===== config.mk =====
export PLATFORM = sky130hd
export DESIGN_NAME = irq_controller
export DESIGN_NICKNAME = d
export VERILOG_FILES = /design/src/rtl/irq_controller.sv
export SDC_FILE = /design/constraint.sdc
export NUM_CORES = 1
export LEC_CHECK = 0
export ABC_AREA = 1
export CAP_MARGIN = 20
export CORE_UTILIZATION = 45
export DETAILED_ROUTE_END_ITERATION = 8
export GPL_TIMING_DRIVEN = 0
export PLACE_DENSITY = 0.86
export SETUP_SLACK_MARGIN = 0.4
export SYNTH_ARGS = -nofsm -noshare
export SYNTH_HDL_FRONTEND = slang
export SYNTH_SLANG_ARGS = --single-unit

===== constraint.sdc =====
create_clock -name clock -period 1.5 [get_ports clock]
set_clock_uncertainty 0.2 [all_clocks]
set_input_delay 0.3 -clock clock [delete_from_list [all_inputs] [get_ports clock]]
set_output_delay 0.3 -clock clock [all_outputs]
set_load 0.05 [all_outputs]

===== src/rtl/irq_controller.sv =====
// Interrupt source for the CPU irq / reset_irq handshake. External lines are synchronised
// and edge-detected, then latched as pending. The lowest enabled index is presented until it is acknowledged.
module irq_controller #(
    parameter int                     NUM_SOURCES   = 8,
    parameter logic [15:0]            VECTOR_BASE   = 16'hFF00,
    parameter logic [15:0]            VECTOR_STRIDE = 16'h0010,
    parameter logic [NUM_SOURCES-1:0] MASK_RESET    = '1
) (
    input  logic                   clock,
    input  logic                   reset,
    input  logic [NUM_SOURCES-1:0] irq_src,
    input  logic                   mask_write,
    input  logic [NUM_SOURCES-1:0] mask_data,
    input  logic                   reset_irq,
    output logic                   irq,
    output logic [15:0]            irq_vector,
    output logic [3:0]             irq_id,
    output logic [NUM_SOURCES-1:0] mask,
    output logic [NUM_SOURCES-1:0] pending,
    output logic [1:0]             fsm_state
);

    // Handshake: irq stays high from the cycle a request is committed until the
    // control path pulses reset_irq for one cycle. The request is then retired,
    // and irq is held low for at least two cycles before the next one.
    typedef enum logic [1:0] {
        IDLE    = 2'd0,
        ASSERT  = 2'd1,
        HOLDOFF = 2'd2
    } state_t;

    state_t                 state;
    state_t                 state_next;
    logic                   load;
    logic                   ack;

    logic [NUM_SOURCES-1:0] s1;
    logic [NUM_SOURCES-1:0] s2;
    logic [NUM_SOURCES-1:0] s2_d;
    logic [NUM_SOURCES-1:0] rise;
    logic [NUM_SOURCES-1:0] request;
    logic [NUM_SOURCES-1:0] clear;
    logic [NUM_SOURCES-1:0] pending_next;

    logic                   win_valid;
    logic [3:0]             win_idx;
    logic [15:0]            win_vector;

    assign fsm_state = state;

    // Two-flop synchroniser followed by a history flop for edge detection.
    always_ff @(posedge clock or negedge reset) begin
        if (!reset) begin
            s1   <= '0;
            s2   <= '0;
            s2_d <= '0;
        end else begin
            s1   <= irq_src;
            s2   <= s1;
            s2_d <= s2;
        end
    end

    assign rise    = s2 & ~s2_d;
    assign request = pending & mask;

    // Lowest index wins, so the loop walks downwards and the last hit sticks.
    always_comb begin
        win_valid = 1'b0;
        win_idx   = 4'd0;
        for (int i = NUM_SOURCES - 1; i >= 0; i--) begin
            if (request[i]) begin
                win_valid = 1'b1;
                win_idx   = 4'(i);
            end
        end
    end

    assign win_vector = VECTOR_BASE + 16'(win_idx) * VECTOR_STRIDE;

    assign ack = (state == ASSERT) && reset_irq;

    always_comb begin
        clear = '0;
        for (int i = 0; i < NUM_SOURCES; i++) begin
            if (ack && (irq_id == 4'(i))) begin
                clear[i] = 1'b1;
            end
        end
    end

    // The set term is applied after the clear, so an edge that arrives in the same
    // cycle as its acknowledge is kept.
    assign pending_next = (pending & ~clear) | rise;

    always_ff @(posedge clock or negedge reset) begin
        if (!reset) begin
            pending <= '0;
            mask    <= MASK_RESET;
        end else begin
            pending <= pending_next;
            if (mask_write) begin
                mask <= mask_data;
            end
        end
    end

    always_comb begin
        state_next = state;
        load       = 1'b0;
        case (state)
            IDLE: begin
                if (win_valid) begin
                    state_next = ASSERT;
                    load       = 1'b1;
                end
            end
            ASSERT: begin
                if (reset_irq) begin
                    state_next = HOLDOFF;
                end
            end
            HOLDOFF: begin
                state_next = IDLE;
            end
            default: begin
                state_next = IDLE;
            end
        endcase
    end

    // irq_id and irq_vector load only on commit, so they hold steady during ASSERT and keep their values afterwards.
    always_ff @(posedge clock or negedge reset) begin
        if (!reset) begin
            state      <= IDLE;
            irq        <= 1'b0;
            irq_id     <= 4'd0;
            irq_vector <= 16'd0;
        end else begin
            state <= state_next;
            irq   <= (state_next == ASSERT);
            if (load) begin
                irq_id     <= win_idx;
                irq_vector <= win_vector;
            end
        end
    end

endmodule

=== Word level (Yosys, flattened, before mapping) ===
Index checks and enable logic that the tools add are counted.

* Add/subtract/negate cells: 1
* Reductions and logical operators: 11
* Equal/unequal tests: 9
* Multiplexer cells: 29
* Bitwise gates (word level): 6

{| class="wikitable"
|+ Operators by type and width
! kind !! number
|-
| 4-bit 2-to-1 mux || 7
|-
| 8-bit AND || 3
|-
| 1-bit 2-to-1 mux || 18
|-
| 4-bit by 3-bit == test with 1-bit output (second input constant) || 4
|-
| 8-bit inverter || 2
|-
| 9-bit by 9-bit adder with 10-bit output (first input constant) || 1
|-
| 1-bit logical AND || 9
|-
| 4-bit by 2-bit == test with 1-bit output (second input constant) || 2
|-
| 8-bit OR || 1
|-
| 2-bit by 1-bit == test with 1-bit output (second input constant) || 2
|-
| 4-bit by 1-bit == test with 1-bit output (second input constant) || 1
|-
| 4-bit zero test || 1
|-
| 2-bit 2-to-1 mux || 2
|-
| 2-bit case mux with 2 select lines || 1
|-
| 3-bit 2-to-1 mux || 1
|-
| 2-bit zero test || 1
|}

* Word-level logic and storage cells: 65
* Bits of input ports: 20
* Bits in registers: 63
* Output and inout port bits: 39

=== Depth between registers and ports, before layout ===
* Depth after elaboration: 12
* Gate-level depth with buffers: 10
* Depth with buffers taken out: 10

=== Worst setup path before layout ===
No wires, ideal clock.

* Kind: register -> register
* Start: register state[0], in the netlist fsm_state[0]
* End: register pending[4]
* Arrival: 1,212 ps
* Buffers on the path: 0
* Data required time: 1,175 ps
* Cell stages (with the launch flop): 6
* Library setup time: 125 ps
* Clock period less this slack: 1,537 ps
* Path slack: -37 ps
* Cell sequence: dfrtp_1 > nand2_2 > nor2_4 > nand2_4 > o21ai_1 > o21ai_1

* Longest elaborated chain between the ends: 7

{| class="wikitable"
|+ Ends and longest elaborated chain
! what !! line !! RTL
|-
| start: declaration || 32 || <nowiki>state_t state;</nowiki>
|-
| start signal: assignment || 140 || <nowiki>state <= state_next;</nowiki>
|-
| 2-bit by 1-bit == test with 1-bit output || 81 || <nowiki>assign ack = (state == ASSERT) && reset_irq;</nowiki>
|-
| 1-bit logical AND || 81 ||
|-
| 1-bit logical AND || 86 || <nowiki>if (ack && (irq_id == 4'(i))) begin</nowiki>
|-
| 1-bit 2-to-1 mux || 86 ||
|-
| 8-bit inverter || 94 || <nowiki>assign pending_next = (pending & ~clear) | rise;</nowiki>
|-
| 8-bit AND || 94 ||
|-
| 8-bit OR || 94 ||
|-
| net pending_next[4] || 43 || <nowiki>logic [NUM_SOURCES-1:0] pending_next;</nowiki>
|-
| end signal: assignment || 101 || <nowiki>pending <= pending_next;</nowiki>
|-
| end: declaration || 19 || <nowiki>output logic [NUM_SOURCES-1:0] pending,</nowiki>
|}

The timed path passes the listed nets, and every way through them passes these cells.
A chain may end at the register's enable or synchronous reset.

==> run_results.csv <==
group,metric,value,unit
pwr,finalPower,0.005236,W
cells_and_area,drive_gt1_share,64.46,%
clock_network,cts_buffers,5,
synthesis,netlist_top_cells_area,"dfrtp_1, dfstp_2, buf_4, o21ai_1, mux2_2",
routing,drt_wl_total,5534,µm
synthesis,synth_top_area_share,55.08,%
synthesis,synth_edf_count,0,
outcome,violations,"setup timing",
clock_network,htreeDepth,2,
grt,grt.overflow.total,0,
hold_path,worstHoldPathType,"reg2reg",
setup_path,path_class,"reg2out",
setup_path,worstReg2RegStart,"mask[4]",
setup_path,endpoint_kind,"primary output",
setup_path,rrSetupSlack,-0.16,ns
clock_network,root_buffer,"clkbuf_8",
clock_network,clk_latency,0.30,ns
pwr,internal_power,0.002974,W
clock_network,cts_buffer_depth,2,
place,dpl_cell_area,2480,µm²
routing,ant_nets,0,
routing,vias,1454,
timing,setup_viol,25,
pwr,pwr-share-seq,33.3,%
cells_and_area,final_util,84.14,%
setup_path,reg2reg_to,"irq_id[0]",
grt,antenna_found_initial,0,
synthesis,ys_types,17,
floorplan,die_y,64.75,µm
cells_and_area,n_antenna_cell,0,
job,max_cap_violations,0,
clock_network,path_clk_slew,0.09,ns
timing,fmax,585.3,MHz
timing,rsz0062_at_grt,"true",
synthesis,synth_top_area_cell,"dfrtp_1",
synthesis,ys_ff_latch,47,
cells_and_area,finalInstanceArea,3127,µm²
synthesis,yosys_warnings,0,
routing,drt_iter0_drc,88,
clock_network,cts_tree,"built",
setup_path,cp.arrival,1.21,ns
setup_path,worstSetupStartpointType,"flip-flop",
timing,slew_violations,0,
pwr,leakagePower,1.470,nW
floorplan,rows,22,
grt,grt_start_max_net_pins,40,
setup_path,endpoint,"irq_vector[12]",
pwr,powerDensity,1675,nW/µm²
pwr,switching_share,43.21,%
synthesis,yosys-top-cells-count,"dfrtp_1, nand2_1, o21ai_1",
setup_path,crit_required,1.00,ns
grt,grt_pass1_vias,1388,
grt,track_usage,24.67,%
synthesis,synthMostInstantiatedCell,"dfrtp_1",
pwr,power.switching,0.002263,W
synthesis,avgSynthCellArea,11.81,µm²
place,place.gp.congestion,0.7575,
place,portBuffers,51,
place,dpl.hpwl,2147,µm
routing,drtPass1Iterations,4,
routing,post_drt_wl_per_cell,19.08,µm
setup_path,crit_start,"irq_vector[14]",
timing,layout_setup_ws,-0.2086,ns
cells_and_area,syn_to_final_growth,76.48,%
synthesis,synthFlopType,"dfrtp_1",
setup_path,path_max_fanout,5,
grt,grt_pass1_wl,7300,µm
synthesis,syn_inst,150,
pwr,ir_drop,0.001331,V
routing,drcViolationCount,0,
timing,period_needed,1.709,ns
floorplan,core_area,3716,µm²
pwr,combPwrFrac,51.9,%
synthesis,ys_seq_area_share,66.95,%
floorplan,fp.dieW,64.75,µm
timing,timing.final.crit_share,113.9,%
floorplan,die-area,4192,µm²
clock_network,cts_sinks,47,
cells_and_area,fillers,180,
outcome,status,"finished, violations left",
floorplan,initial_core_util,47.68,%
setup_path,worstRegToRegCells,9,
floorplan,pin_count,59,
synthesis,synthArstFlopShare,100.0,%
pwr,clkPwrFrac,14.8,%
synthesis,synth_area,1772,µm²
routing,via_per_inst,5.014,
cells_and_area,final_nets,261,
timing,hold_viol_final,0,
## area by class of cell
class,count,area (µm²),area share [%]
repair buffers,79,925.9,29.61
well taps,48,60.06,1.921
clock buffers,6,72.57,2.321
inverters,16,60.06,1.921
plain buffers,17,176.4,5.642
flip-flops and latches,47,1206,38.58
clock inverters,2,17.52,0.5602
multi-input cells,75,608.1,19.45
## registers in the layout, summed over array words and instances (netlist names), 2 cells and up
signal      cells
mask            8
irq_id          2
s1              8
fsm_state       2
pending         8
irq_vector      2
s2_d            8
s2              8
## timing repair
item,4_1_cts,5_1_grt
pin swaps,8,11
setup endpoints to repair,47,87
hold buffers,1,1
endpoints found under the hold margin,39,39
buffers inserted,17,9
resized for setup,282,30
## worst max-delay path, cell delays in order (launching register included)
cell and delay, ns:
dfrtp_4 0.51, buf_12 0.15, buf_6 0.11, buf_8 0.14
## through the flow
step	hold WS, ns	instances	setup slack, ns	TNS, ns
6_report	0.1518	290	-0.2086	-2.350
5_1_grt	0.1634	290	-0.2264	-2.860
4_1_cts	0.1551	281	-0.1927	-1.561
3_5_place_dp	-0.03094	255	-0.3804	-10.10
3_3_place_gp	0.1321	254	-1.515	-66.44
2_1_floorplan	-0.1956	155	0.01820	0
## cells in the final DEF (no fill, tap or decap), types with 2 or more instances in the layout
master,n
nand2_1,10
dfstp_2,8
clkdlybuf4s50_1,16
nand3_1,3
buf_8,31
nor2_4,4
buf_6,22
conb_1,6
clkbuf_8,5
dfrtp_2,13
inv_2,2
inv_1,14
o21ai_1,8
nand2_2,10
dfrtp_1,25
mux2_4,7
buf_4,22
nand2_4,12
o21ai_2,10
clkinv_4,2
buf_12,2
## cell families after synthesis
logic type	share of synthesized area [%]
flops	66.95
simple gates	11.65
buf+inv	10.45
compound gates	5.649
mux	5.085
other cells	0.2117
## worst min-delay path by stage
stage	start	end	slack (ns)	cells past startpoint
after global placement	s1[3]	s2[3]	0.13	0
after CTS	s1[4]	s2[4]	0.16	0
after global routing	s1[3]	s2[3]	0.16	0
after floorplan	reset	fsm_state[0]	-0.20	0
final	s1[2]	s2[2]	0.15	0
after detailed placement	reset	s1[0]	-0.03	1
## metal layers
metal	vias to the layer above	wire (µm)	track usage [%]
met5	-	0	0
met4	0	108	10.00
met3	12	414	7.923
met2	76	2875	43.23
met1	738	2135	27.39
li1	628	-	-
## power groups by stage
stage / clock, W / sequential (W) / combinational [W]
after floorplan: 0 / 0.00220 / 0.000680
after global placement: 0 / 0.00168 / 0.00171
after detailed placement: 0 / 0.00170 / 0.00174
after CTS: 0.000772 / 0.00170 / 0.00224
after global routing: 0.000841 / 0.00175 / 0.00281
final: 0.000773 / 0.00174 / 0.00272
Power figures use the tool's default switching activity.
